--- src/rtl/if_prefetch_stage_if.sv ---
// Instruction-memory fetch bus between if_prefetch_stage (master) and the
// instruction memory (slave). One request outstanding, in-order responses.
interface if_prefetch_stage_if #(
    parameter int ADDR_W = 32,
    parameter int DATA_W = 32
) ();
    logic              mem_req;
    logic [ADDR_W-1:0] mem_addr;
    logic              mem_rvalid;
    logic [DATA_W-1:0] mem_rdata;

    modport master (
        output mem_req,
        output mem_addr,
        input  mem_rvalid,
        input  mem_rdata
    );

    modport slave (
        input  mem_req,
        input  mem_addr,
        output mem_rvalid,
        output mem_rdata
    );
endinterface

--- src/rtl/if_prefetch_stage.sv ---
// Instruction-fetch stage with an in-order prefetch queue.
// Decouples variable instruction-memory latency from ID; a taken branch
// flushes the queue and drops any in-flight fetch.
// Optional feature: define IF_PERF_CNT_EN to add perf_fetched/perf_flushed.
module if_prefetch_stage #(
    parameter int                ADDR_W   = 32,
    parameter int                DATA_W   = 32,
    parameter int                DEPTH    = 4,
    parameter logic [ADDR_W-1:0] RESET_PC = '0,
    parameter int                PC_STEP  = 4
) (
    input  logic                 clk,
    input  logic                 rst,
    input  logic                 freeze,
    input  logic                 Branch_taken,
    input  logic [ADDR_W-1:0]    BranchAddr,
    if_prefetch_stage_if.master  mem,
    output logic                 valid,
    output logic [ADDR_W-1:0]    PC,
    output logic [DATA_W-1:0]    Instruction
`ifdef IF_PERF_CNT_EN
    ,
    output logic [31:0]          perf_fetched,
    output logic [31:0]          perf_flushed
`endif
);
    localparam int PTR_W = $clog2(DEPTH);
    localparam int CNT_W = PTR_W + 1;
    localparam logic [ADDR_W-1:0] STEP = ADDR_W'(PC_STEP);

    typedef enum logic [1:0] {
        S_REQ  = 2'd0,
        S_WAIT = 2'd1,
        S_DROP = 2'd2
    } state_t;

    state_t            state_q;
    logic [ADDR_W-1:0] fpc_q;
    logic [ADDR_W-1:0] req_pc_q;

    logic [ADDR_W-1:0] pc_mem   [DEPTH];
    logic [DATA_W-1:0] data_mem [DEPTH];
    logic [PTR_W-1:0]  wr_ptr_q, wr_ptr_d;
    logic [PTR_W-1:0]  rd_ptr_q, rd_ptr_d;
    logic [CNT_W-1:0]  count_q,  count_d;

    logic push;
    logic pop;

    // The outstanding fetch is only issued while the queue has room, so the
    // eventual push can never overflow even though in-flight data is not counted.
    assign mem.mem_req  = rst & (state_q == S_REQ) & (count_q < CNT_W'(DEPTH)) & ~Branch_taken;
    assign mem.mem_addr = fpc_q;

    assign push = (state_q == S_WAIT) & mem.mem_rvalid & ~Branch_taken;
    assign pop  = valid & ~freeze & ~Branch_taken;

    assign valid       = (count_q != '0);
    assign PC          = valid ? pc_mem[rd_ptr_q]   : '0;
    assign Instruction = valid ? data_mem[rd_ptr_q] : '0;

    // Fetch sequencer: issue one request, then wait for (or drop) its response.
    always_ff @(posedge clk) begin
        if (!rst) begin
            state_q <= S_REQ;
            fpc_q   <= RESET_PC;
        end else begin
            if (Branch_taken) begin
                fpc_q <= BranchAddr;
            end
            unique case (state_q)
                S_REQ: begin
                    if (mem.mem_req) begin
                        req_pc_q <= fpc_q;
                        fpc_q    <= fpc_q + STEP;
                        state_q  <= S_WAIT;
                    end
                end
                S_WAIT: begin
                    if (mem.mem_rvalid) begin
                        state_q <= S_REQ;
                    end else if (Branch_taken) begin
                        state_q <= S_DROP;
                    end
                end
                S_DROP: begin
                    // The owed response retires this state even if another
                    // branch arrives with it; otherwise we would wait forever.
                    if (mem.mem_rvalid) begin
                        state_q <= S_REQ;
                    end
                end
                default: state_q <= S_REQ;
            endcase
        end
    end

    // Queue pointer/occupancy next-state; a branch empties the queue.
    always_comb begin
        wr_ptr_d = wr_ptr_q;
        rd_ptr_d = rd_ptr_q;
        count_d  = count_q;
        if (Branch_taken) begin
            wr_ptr_d = '0;
            rd_ptr_d = '0;
            count_d  = '0;
        end else begin
            if (push) begin
                wr_ptr_d = wr_ptr_q + PTR_W'(1);
            end
            if (pop) begin
                rd_ptr_d = rd_ptr_q + PTR_W'(1);
            end
            unique case ({push, pop})
                2'b10:   count_d = count_q + CNT_W'(1);
                2'b01:   count_d = count_q - CNT_W'(1);
                default: count_d = count_q;
            endcase
        end
    end

    // Queue control registers.
    always_ff @(posedge clk) begin
        if (!rst) begin
            wr_ptr_q <= '0;
            rd_ptr_q <= '0;
            count_q  <= '0;
        end else begin
            wr_ptr_q <= wr_ptr_d;
            rd_ptr_q <= rd_ptr_d;
            count_q  <= count_d;
        end
    end

    // Queue storage; each entry holds the fall-through PC and the instruction.
    always_ff @(posedge clk) begin
        if (push) begin
            pc_mem[wr_ptr_q]   <= req_pc_q + STEP;
            data_mem[wr_ptr_q] <= mem.mem_rdata;
        end
    end

`ifdef IF_PERF_CNT_EN
    logic [31:0] perf_fetched_q;
    logic [31:0] perf_flushed_q;
    logic        inflight_lost;

    // A flush in WAIT loses the in-flight response; DROP was already counted.
    assign inflight_lost = Branch_taken & (state_q == S_WAIT);

    // Performance counters: pushes and discarded work, wrapping at 2^32.
    always_ff @(posedge clk) begin
        if (!rst) begin
            perf_fetched_q <= '0;
            perf_flushed_q <= '0;
        end else begin
            if (push) begin
                perf_fetched_q <= perf_fetched_q + 32'd1;
            end
            if (Branch_taken) begin
                perf_flushed_q <= perf_flushed_q + 32'(count_q) + 32'(inflight_lost);
            end
        end
    end

    assign perf_fetched = perf_fetched_q;
    assign perf_flushed = perf_flushed_q;
`endif

endmodule

--- src/flat_wrapper.sv ---
// flat-port wrapper written by rule: the top's interface ports become plain ports
module if_prefetch_stage_flat 
#(
    parameter int                ADDR_W   = 32,
    parameter int                DATA_W   = 32,
    parameter int                DEPTH    = 4,
    parameter logic [ADDR_W-1:0] RESET_PC = '0,
    parameter int                PC_STEP  = 4
)
  (clk, rst, freeze, Branch_taken, BranchAddr, valid, PC, Instruction, mem_mem_req, mem_mem_addr, mem_mem_rvalid, mem_mem_rdata);
  if_prefetch_stage_if #(.ADDR_W(ADDR_W), .DATA_W(DATA_W)) mem_i ();
  input  logic clk;
  input  logic rst;
  input  logic freeze;
  input  logic Branch_taken;
  input  logic [ADDR_W-1:0] BranchAddr;
  output logic valid;
  output logic [ADDR_W-1:0] PC;
  output logic [DATA_W-1:0] Instruction;
  output wire logic [$bits(mem_i.mem_req)-1:0] mem_mem_req;
  output wire logic [$bits(mem_i.mem_addr)-1:0] mem_mem_addr;
  input wire logic [$bits(mem_i.mem_rvalid)-1:0] mem_mem_rvalid;
  input wire logic [$bits(mem_i.mem_rdata)-1:0] mem_mem_rdata;
  assign mem_mem_req = mem_i.mem_req;
  assign mem_mem_addr = mem_i.mem_addr;
  assign mem_i.mem_rvalid = mem_mem_rvalid;
  assign mem_i.mem_rdata = mem_mem_rdata;
  if_prefetch_stage #(.ADDR_W(ADDR_W), .DATA_W(DATA_W), .DEPTH(DEPTH), .RESET_PC(RESET_PC), .PC_STEP(PC_STEP)) u_core (.clk(clk), .rst(rst), .freeze(freeze), .Branch_taken(Branch_taken), .BranchAddr(BranchAddr), .mem(mem_i), .valid(valid), .PC(PC), .Instruction(Instruction));
endmodule
--- config.mk ---
export PLATFORM = sky130hd
export DESIGN_NAME = if_prefetch_stage_flat
export DESIGN_NICKNAME = d
export VERILOG_FILES = /design/src/rtl/if_prefetch_stage_if.sv /design/src/rtl/if_prefetch_stage.sv /design/src/flat_wrapper.sv
export SDC_FILE = /design/constraint.sdc
export NUM_CORES = 1
export LEC_CHECK = 0
export CAP_MARGIN = 20
export CORE_ASPECT_RATIO = 1.2
export CORE_MARGIN = 1
export CORE_UTILIZATION = 25
export CTS_CLUSTER_DIAMETER = 60
export DETAILED_ROUTE_END_ITERATION = 10
export GPL_TIMING_DRIVEN = 0
export PLACE_DENSITY = 0.53
export SLEW_MARGIN = 10
export SYNTH_ARGS = -nofsm -noshare
export SYNTH_HDL_FRONTEND = slang
export SYNTH_SLANG_ARGS = --single-unit
--- constraint.sdc ---
create_clock -name clk -period 3.6 [get_ports clk]
set_input_delay 0.54 -clock clk [delete_from_list [all_inputs] [get_ports clk]]
set_output_delay 0.54 -clock clk [all_outputs]
set_load 0.01 [all_outputs]
# == Word-level counts from Yosys, hierarchy flattened ==
# Memory sizes are Yosys's and may differ from the RTL's. A register that Yosys moved wholly into a read port is not among the register bits.
# Cells that the tools add are included.
# word_totals
ramBits,256
ff_bits,73
output_inout_bits,98
in_bits,69
mem_count,2
# op_classes
bitwise,10
add_sub_neg,6
mux,17
n_reduce_logical,6
magnitude_cmp,1
n_eq_ne,7
# mem_list
name,depth,width,read_ports,rd_clocked_by_memory_dff,wr,line,source
u_core.data_mem,4,32,1,1,1,if_prefetch_stage.sv:42,logic [DATA_W-1:0] data_mem [DEPTH];
u_core.pc_mem,4,32,1,1,1,if_prefetch_stage.sv:41,logic [ADDR_W-1:0] pc_mem [DEPTH];
# op_table
cell,count
two-way mux 32 bit,5
"adder 32 x 3 -> 32 bit, second input constant",2
two-way mux 2 bit,8
bitwise AND 1 bit,7
one-hot mux 2 bit (3 select lines),1
one-hot mux 3 bit (2 select lines),1
AND reduction 3 bit,2
"adder 2 x 1 -> 2 bit, second input constant",2
"== test 2 x 1 -> 1 bit, second input constant",2
"== test 2 bit, second input constant",2
"inequality test 2 bit, second input constant",2
"adder 3 x 1 -> 3 bit, second input constant",1
"less-than comparator 3 bit, second input constant",1
"inequality test 3 bit, second input constant",1
NOT 1 bit,3
nonzero test 3 bit,1
"subtractor 3 x 1 -> 3 bit, second input constant",1
logical NOT 2 bit,1
two-way mux 1 bit,2
nonzero test 2 bit,1
OR reduction 2 bit,1

# == Logic depth before layout (Yosys ltp) ==
# Gate-level depths: netlist of the first run.
# logic_depth
depth_word,6
ltp_mapped,9
ltp_nobuf,9

# == Least setup slack after synthesis of the first run ==
# No wires, ideal clock.
# synth_path
kind,input to register
from,in Branch_taken
to,mem u_core.data_mem[1][0] (enable)
path_stages,3
required_ns,3.171
arrival_ns,2.577
slack_ns,0.595
n_path_buf,1
cell_sequence,buf_2 -> nor3_1 -> and2_1
# synth_between
elab_chain_len,4
# synth_rtl
element,line,source
start: declaration,flat_wrapper.sv:15,input logic Branch_taken;
NOT 1 bit,if_prefetch_stage.sv:55,assign push = (state_q == S_WAIT) & mem.mem_rvalid & ~Branch_taken;
bitwise AND 1 bit,if_prefetch_stage.sv:55,
two-way mux 1 bit,if_prefetch_stage.sv:137,if (push) begin
two-way mux 1 bit (implied by the code),if_prefetch_stage.sv:139,data_mem[wr_ptr_q] <= mem.mem_rdata;
end: declaration,if_prefetch_stage.sv:42,
# Every way passes these cells.

==> results.sh, run 1 <==
export IMPL_ys_warn_count=0
export IMPL_max_slew_margin_pct=51.3
export IMPL_drt_iter0_markers=317
export IMPL_htree_levels=2
export IMPL_path_delay_family="buffers and inverters"
export IMPL_synth_top_cell_area_share_pct=64.1
export IMPL_finalSetupTns_ns=0
export IMPL_drive_above_1_share_pct=15.6
export IMPL_die_w_um=214
export IMPL_avgSynthCellArea_um2=16.8
export IMPL_antenna_found_initial=0
export IMPL_worstSetupEndpointType="output pin"
export IMPL_drcViolationCount=0
export IMPL_cp_required_ns=3.06
export IMPL_power_mw=8.44
export IMPL_final_fill_count=5191
export IMPL_clock_skew_ns=0.0177
export IMPL_place_ws_ns=-0.304
export IMPL_rsz0062_at_grt="false"
export IMPL_dr_pass1_iters=5
export IMPL_clock_latency_ns=0.55
export IMPL_numPortBuffers=164
export IMPL_gr_total_overflow=0
export IMPL_syn_to_final_growth_pct=29.1
export IMPL_crit_chain="buf_2, buf_2, mux4_2, nor2b_1, clkdlybuf4s50_1"
export IMPL_postCtsSetupBuffers=0
export IMPL_cts_buffer_depth=3
export IMPL_grt_max_degree=45
export IMPL_ir_worst_vdd_mv=0.237
export IMPL_max_freq_mhz=297
export IMPL_ys_top_cells_by_area="edfxtp_1 (64%), mux4_2 (11%), dfxtp_1 (6.4%)"
export IMPL_slew_viol_final=0
export IMPL_wl_per_cell_um=18.3
export IMPL_worst_pin_slew_ns=0.731
export IMPL_cp_max_fo=10
export IMPL_syn_area_um2=13500
export IMPL_timing_final_ws_setup_ns=0.236
export IMPL_initial_core_util_pct=25.5
export IMPL_p_leak_nw=5.38
export IMPL_grt_pass1_vias=7985
export IMPL_num_nets_final=1087
export IMPL_via_count=7481
export IMPL_root_buffer="clkbuf_16"
export IMPL_outcome="finished clean"
export IMPL_ant_nets=0
export IMPL_antenna_cells=0
export IMPL_grt_pass1_wl_um=48700
export IMPL_synth_nets=879
export IMPL_ys_seq_area_share_pct=70.5
export IMPL_syn_inst=802
export IMPL_slowest_delay_ns=0.56
export IMPL_maxCapViolations=0
export IMPL_synth_seq_cells=331
export IMPL_min_period_ns=3.36
export IMPL_start_kind="register"
export IMPL_vias_per_cell=4.30
export IMPL_arrival_ns=2.82
export IMPL_numCtsBuffers=38
export IMPL_hold_ws_ns=0.360
export IMPL_crit_path_frequent_cell="buf_2"
export IMPL_finalHoldViolCount=0
export IMPL_rows=92
export IMPL_die_h_um=256
export IMPL_synth_area_leader_cell="edfxtp_1"
export IMPL_postLayoutCoreUtil_pct=32.9
export IMPL_hold_class="input port to register"
export IMPL_synth_ff_type="edfxtp_1"
export IMPL_coreArea_um2=53000
export IMPL_crit_buf_inv=3
export IMPL_synthArstFlopShare_pct=0
export IMPL_cellPowerDensity_nw_per_um2=485
export IMPL_cts_tree="yes"
export IMPL_gp_congestion=0.852
export IMPL_path_clk_slew_ns=0.06
export IMPL_io_pins=167
export IMPL_die_area_um2=54900
export IMPL_cts_hold_buf=0
export IMPL_fin_crit_sh_pct=93.5
export IMPL_track_usage_pct=11.8
export IMPL_slowest_stage="clkdlybuf4s50_1"
export IMPL_synth_edf_count=288
export IMPL_finalSetupViolations=0
export IMPL_drt_total_wl_um=31800
export IMPL_dp_hpwl_um=21500
export IMPL_critPathKind="register to output pin"
export IMPL_clock_sinks=331
export IMPL_synth_cell_types=45
[path summary, 6_finish.rpt]
path                                       startpoint                            endpoint  slack, ns  cells past startpoint
setup / recovery                             register                               PC[1]       0.24                      5
hold reg to reg   u_core.mem.mem_addr[1]$_SDFFE_PN0P_        u_core.req_pc_q[1]$_DFFE_PP_       0.50                      0
hold / removal                                    rst  u_core.mem.mem_addr[16]$_SDFF_PN0_       0.36                      3
setup reg to reg       u_core.count_q[2]$_SDFFE_PP0P_      u_core.count_q[2]$_SDFFE_PP0P_       1.03                      9
[power by group]
group / switching, mW / leakage (nW) / internal [mW] / total (mW)
registers: 0.0694 / 2.96 / 4.23 / 4.30
clock network: 1.54 / 0.587 / 2.23 / 3.77
logic: 0.172 / 1.83 / 0.193 / 0.365
[tightest hold or removal path, cell delays in order]
cell and delay [ns]:
clkbuf_1 0.16, o21ai_0 0.11, a211oi_1 0.05
[cells by family (layout without fill, tap and decap cells)]
family	after synthesis	in the layout	share of synthesized area, %
compound gates	57	57	2.33
simple gates	225	225	9.71
xor+xnor	59	59	3.83
buf+inv	52	286	1.66
fa+ha+maj	8	8	0.798
flops	331	331	70.5
mux	70	70	11.2
[cells in the final DEF (no fill, tap or decap), drive strengths merged, types with 23 or more instances in the layout]
cell           instances
clkdlybuf4s50        164
xnor2                 43
nor2                  23
edfxtp               288
dfxtp                 43
nor2b                 67
o21ai                 30
nand2                 37
mux4                  64
clkbuf                70
nand3                 24
[final cells by class]
class	count	area, um^2	area share (%)
sequential	331	9510	54.6
tap	705	882	5.07
timing repair buffer	169	1780	10.2
clock buffer	47	1010	5.78
multi-input combinational	419	3770	21.6
clock inverter	19	226	1.30
buffer	37	180	1.04
inverter	14	52.6	0.302
[Yosys cell counts, types with 3 or more instances]
master	count
xnor2_1	43
clkbuf_1	23
ha_1	7
and2_1	8
nor3_1	12
or3_1	3
buf_2	11
inv_1	14
nor2b_1	67
dfxtp_1	43
nand2_1	37
nand4_1	17
xor2_1	16
a21oi_1	19
nor2_1	23
and4_1	7
nand4_2	3
and3_1	12
mux2i_1	4
mux4_2	64
a211oi_1	3
nand3_1	23
o21ai_0	28
edfxtp_1	288
[layer usage]
layer / up-vias / track usage, % / routed length [um]
li1: 3500 / - / -
met1: 3715 / 14.5 / 13700
met2: 210 / 20.2 / 15900
met3: 56 / 2.66 / 1450
met4: 0 / 4.18 / 847
met5: - / 0 / 0
[timing repair]
item	4_1_cts	5_1_grt
endpoints found under the hold margin	0	0
endpoints found under the setup margin	64	17
gates resized for setup	5	7
[state kept, by name, indices dropped and copies added (netlist names), named ones only]
register	cells
u_core.req_pc_q	32
u_core.data_mem	128
u_core.wr_ptr_q	2
u_core.pc_mem	128
u_core.state_q	2
u_core.rd_ptr_q	2
u_core.count_q	3
u_core.mem.mem_addr	32
[through the flow]
stage                     instance area (um^2)  cells
final                                    17400   1741
after CTS                                17400   1741
after floorplan                          13500    802
after global routing                     17400   1741
after detailed placement                 16200   1676
after global placement                   16000   1671
Note: power is estimated with default switching activity, not from simulation.
==> run 2, diff against run 1 <==
--- a/config.mk
+++ b/config.mk
@@ -11,7 +11,6 @@
 export CORE_UTILIZATION = 25
 export CTS_CLUSTER_DIAMETER = 60
 export DETAILED_ROUTE_END_ITERATION = 10
-export GPL_TIMING_DRIVEN = 0
 export PLACE_DENSITY = 0.53
 export SLEW_MARGIN = 10
 export SYNTH_ARGS = -nofsm -noshare
==> results.sh, run 2 (same netlist as run 1, synthesis figures left out) <==
export IMPL_p_switching_mw=1.73
export IMPL_cts_buffer_depth=3
export IMPL_layout_commonest_cell="edfxtp_1"
export IMPL_vias_per_cell=4.25
export IMPL_wl_per_cell_um=18.3
export IMPL_dr_pass1_iters=4
export IMPL_num_nets_final=1065
export IMPL_critPathKind="register to output pin"
export IMPL_via_count=7308
export IMPL_ctsResizeCount=0
export IMPL_hold_class="register to register"
export IMPL_clock_latency_ns=0.53
export IMPL_r2r_setup_slack_ns=1.26
export IMPL_max_freq_mhz=320
export IMPL_fin_crit_sh_pct=86.8
export IMPL_ir_worst_vdd_mv=0.222
export IMPL_arrival_ns=2.59
export IMPL_drt_total_wl_um=31400
export IMPL_start_kind="register"
export IMPL_endpoint="PC[16]"
export IMPL_worstSetupEndpointType="output pin"
export IMPL_finalHoldViolCount=0
export IMPL_root_buffer="clkbuf_16"
export IMPL_drcViolationCount=0
export IMPL_final_area_um2=17300
export IMPL_numPortBuffers=166
export IMPL_rsz0062_at_grt="false"
export IMPL_maxCapViolations=0
export IMPL_cp_required_ns=3.06
export IMPL_die_h_um=256
export IMPL_slew_viol_final=0
export IMPL_power_mw=8.13
export IMPL_clkPwrFrac_pct=42.6
export IMPL_comb_power_share_pct=4.5
export IMPL_finalSetupViolations=0
export IMPL_drive_above_1_share_pct=15.4
export IMPL_largestRegisters="u_core.data_mem (128), u_core.pc_mem (128)"
export IMPL_grt_pass1_vias=7847
export IMPL_reg2reg_from="u_core.req_pc_q[2]$_DFFE_PP_"
export IMPL_p_leak_nw=5.32
export IMPL_gr_total_overflow=0
export IMPL_antenna_found_initial=1
export IMPL_gp_congestion=0.800
export IMPL_place_ws_ns=0.538
export IMPL_die_w_um=214
export IMPL_r2r_cells=6
export IMPL_pwr_share_seq_pct=52.9
export IMPL_cts_hold_buf=0
export IMPL_final_cell_mix="edfxtp_1 (288), clkdlybuf4s50_1 (166), nor2b_1 (67), mux4_2 (64), xnor2_1 (43)"
export IMPL_syn_to_final_growth_pct=28.2
export IMPL_dpl_cell_count=1654
export IMPL_grt_pass1_wl_um=48200
export IMPL_outcome="finished clean"
export IMPL_clock_skew_ns=0.00896
export IMPL_internal_power_mw=6.40
export IMPL_htree_levels=2
export IMPL_grt_max_degree=68
export IMPL_min_period_ns=3.13
export IMPL_path_clk_slew_ns=0.06
export IMPL_cellPowerDensity_nw_per_um2=470
export IMPL_timing_final_ws_setup_ns=0.474
export IMPL_cp_max_fo=19
export IMPL_postCtsSetupBuffers=0
export IMPL_worst_pin_slew_ns=0.623
export IMPL_finalSetupTns_ns=0
export IMPL_rows=92
export IMPL_cts_tree="yes"
export IMPL_holdPathStages=0
export IMPL_p_sw_share_pct=21.3
export IMPL_ant_nets=0
export IMPL_io_pins=167
export IMPL_hold_ws_ns=0.498
export IMPL_die_area_um2=54900
export IMPL_max_slew_margin_pct=58.2
export IMPL_drt_iter0_markers=300
export IMPL_numCtsBuffers=37
export IMPL_clock_sinks=331
export IMPL_initial_core_util_pct=25.5
export IMPL_track_usage_pct=11.6
export IMPL_coreArea_um2=53000
export IMPL_postLayoutCoreUtil_pct=32.6
export IMPL_dp_hpwl_um=20600
export IMPL_r2r_end="u_core.pc_mem[3][28]$_DFFE_PP_"
export IMPL_finalNonFillerCells=1720
export IMPL_placed_cell_area_um2=16200
-- run 2: cell types whose count changed in the layout (fill, tap and decap cells not counted), sizes merged --
cell           change
clkbuf            -27
clkinv             +9
clkinvlp           -3
bufinv             -2
clkdlybuf4s50      +2
diode              +1
inv                -1
-- run 2: final cells by class --
| cell class | count | area, um^2 |
|---|---|---|
| repair buffers | 185 | 1950 |
| inverters | 14 | 52.6 |
| diodes | 1 | 2.50 |
| flip-flops and latches | 331 | 9520 |
| clock inverters | 22 | 158 |
| clock buffers | 43 | 948 |
| multi-input cells | 419 | 3770 |
| well taps | 705 | 882 |
| fillers | 5160 | 35700 |
-- run 2: power groups by stage --
stage | registers (mW) | clock network, mW | logic (mW)
6_report | 4.30 | 3.46 | 0.363
5_1_grt | 4.31 | 3.72 | 0.398
4_1_cts | 4.30 | 3.61 | 0.372
3_5_place_dp | 4.38 | 0 | 0.369
3_3_place_gp | 4.38 | 0 | 0.365
2_1_floorplan | 4.37 | 0 | 0.145
-- run 2: worst min-delay path by stage --
| stage | startpoint | endpoint | slack, ns |
|---|---|---|---|
| after global routing | u_core.mem.mem_addr[1]$_SDFFE_PN0P_ | u_core.req_pc_q[1]$_DFFE_PP_ | 0.52 |
| after global placement | u_core.mem.mem_addr[1]$_SDFFE_PN0P_ | u_core.req_pc_q[1]$_DFFE_PP_ | 0.48 |
| after floorplan | u_core.req_pc_q[0]$_DFFE_PP_ | u_core.pc_mem[0][0]$_DFFE_PP_ | 0.46 |
| final | u_core.mem.mem_addr[1]$_SDFFE_PN0P_ | u_core.req_pc_q[1]$_DFFE_PP_ | 0.50 |
| after detailed placement | u_core.mem.mem_addr[1]$_SDFFE_PN0P_ | u_core.req_pc_q[1]$_DFFE_PP_ | 0.49 |
| after CTS | u_core.mem.mem_addr[1]$_SDFFE_PN0P_ | u_core.req_pc_q[1]$_DFFE_PP_ | 0.50 |
-- run 2: per-layer routing --
layer / wire (um) / part of all wire [%] / vias to the layer above / global-route usage [%]
li1: - / - / 3455 / -
met1: 13600 / 43 / 3637 / 14.4
met2: 15500 / 49 / 178 / 19.8
met3: 1570 / 5.0 / 38 / 2.05
met4: 717 / 2.3 / 0 / 4.58
met5: 0 / 0 / - / 0
-- run 2: critical path: stages, from the launching register on --
cell	delay, ns
dfxtp_4	0.42
buf_4	0.39
mux4_2	0.54
nor2b_1	0.15
clkdlybuf4s50_1	0.53
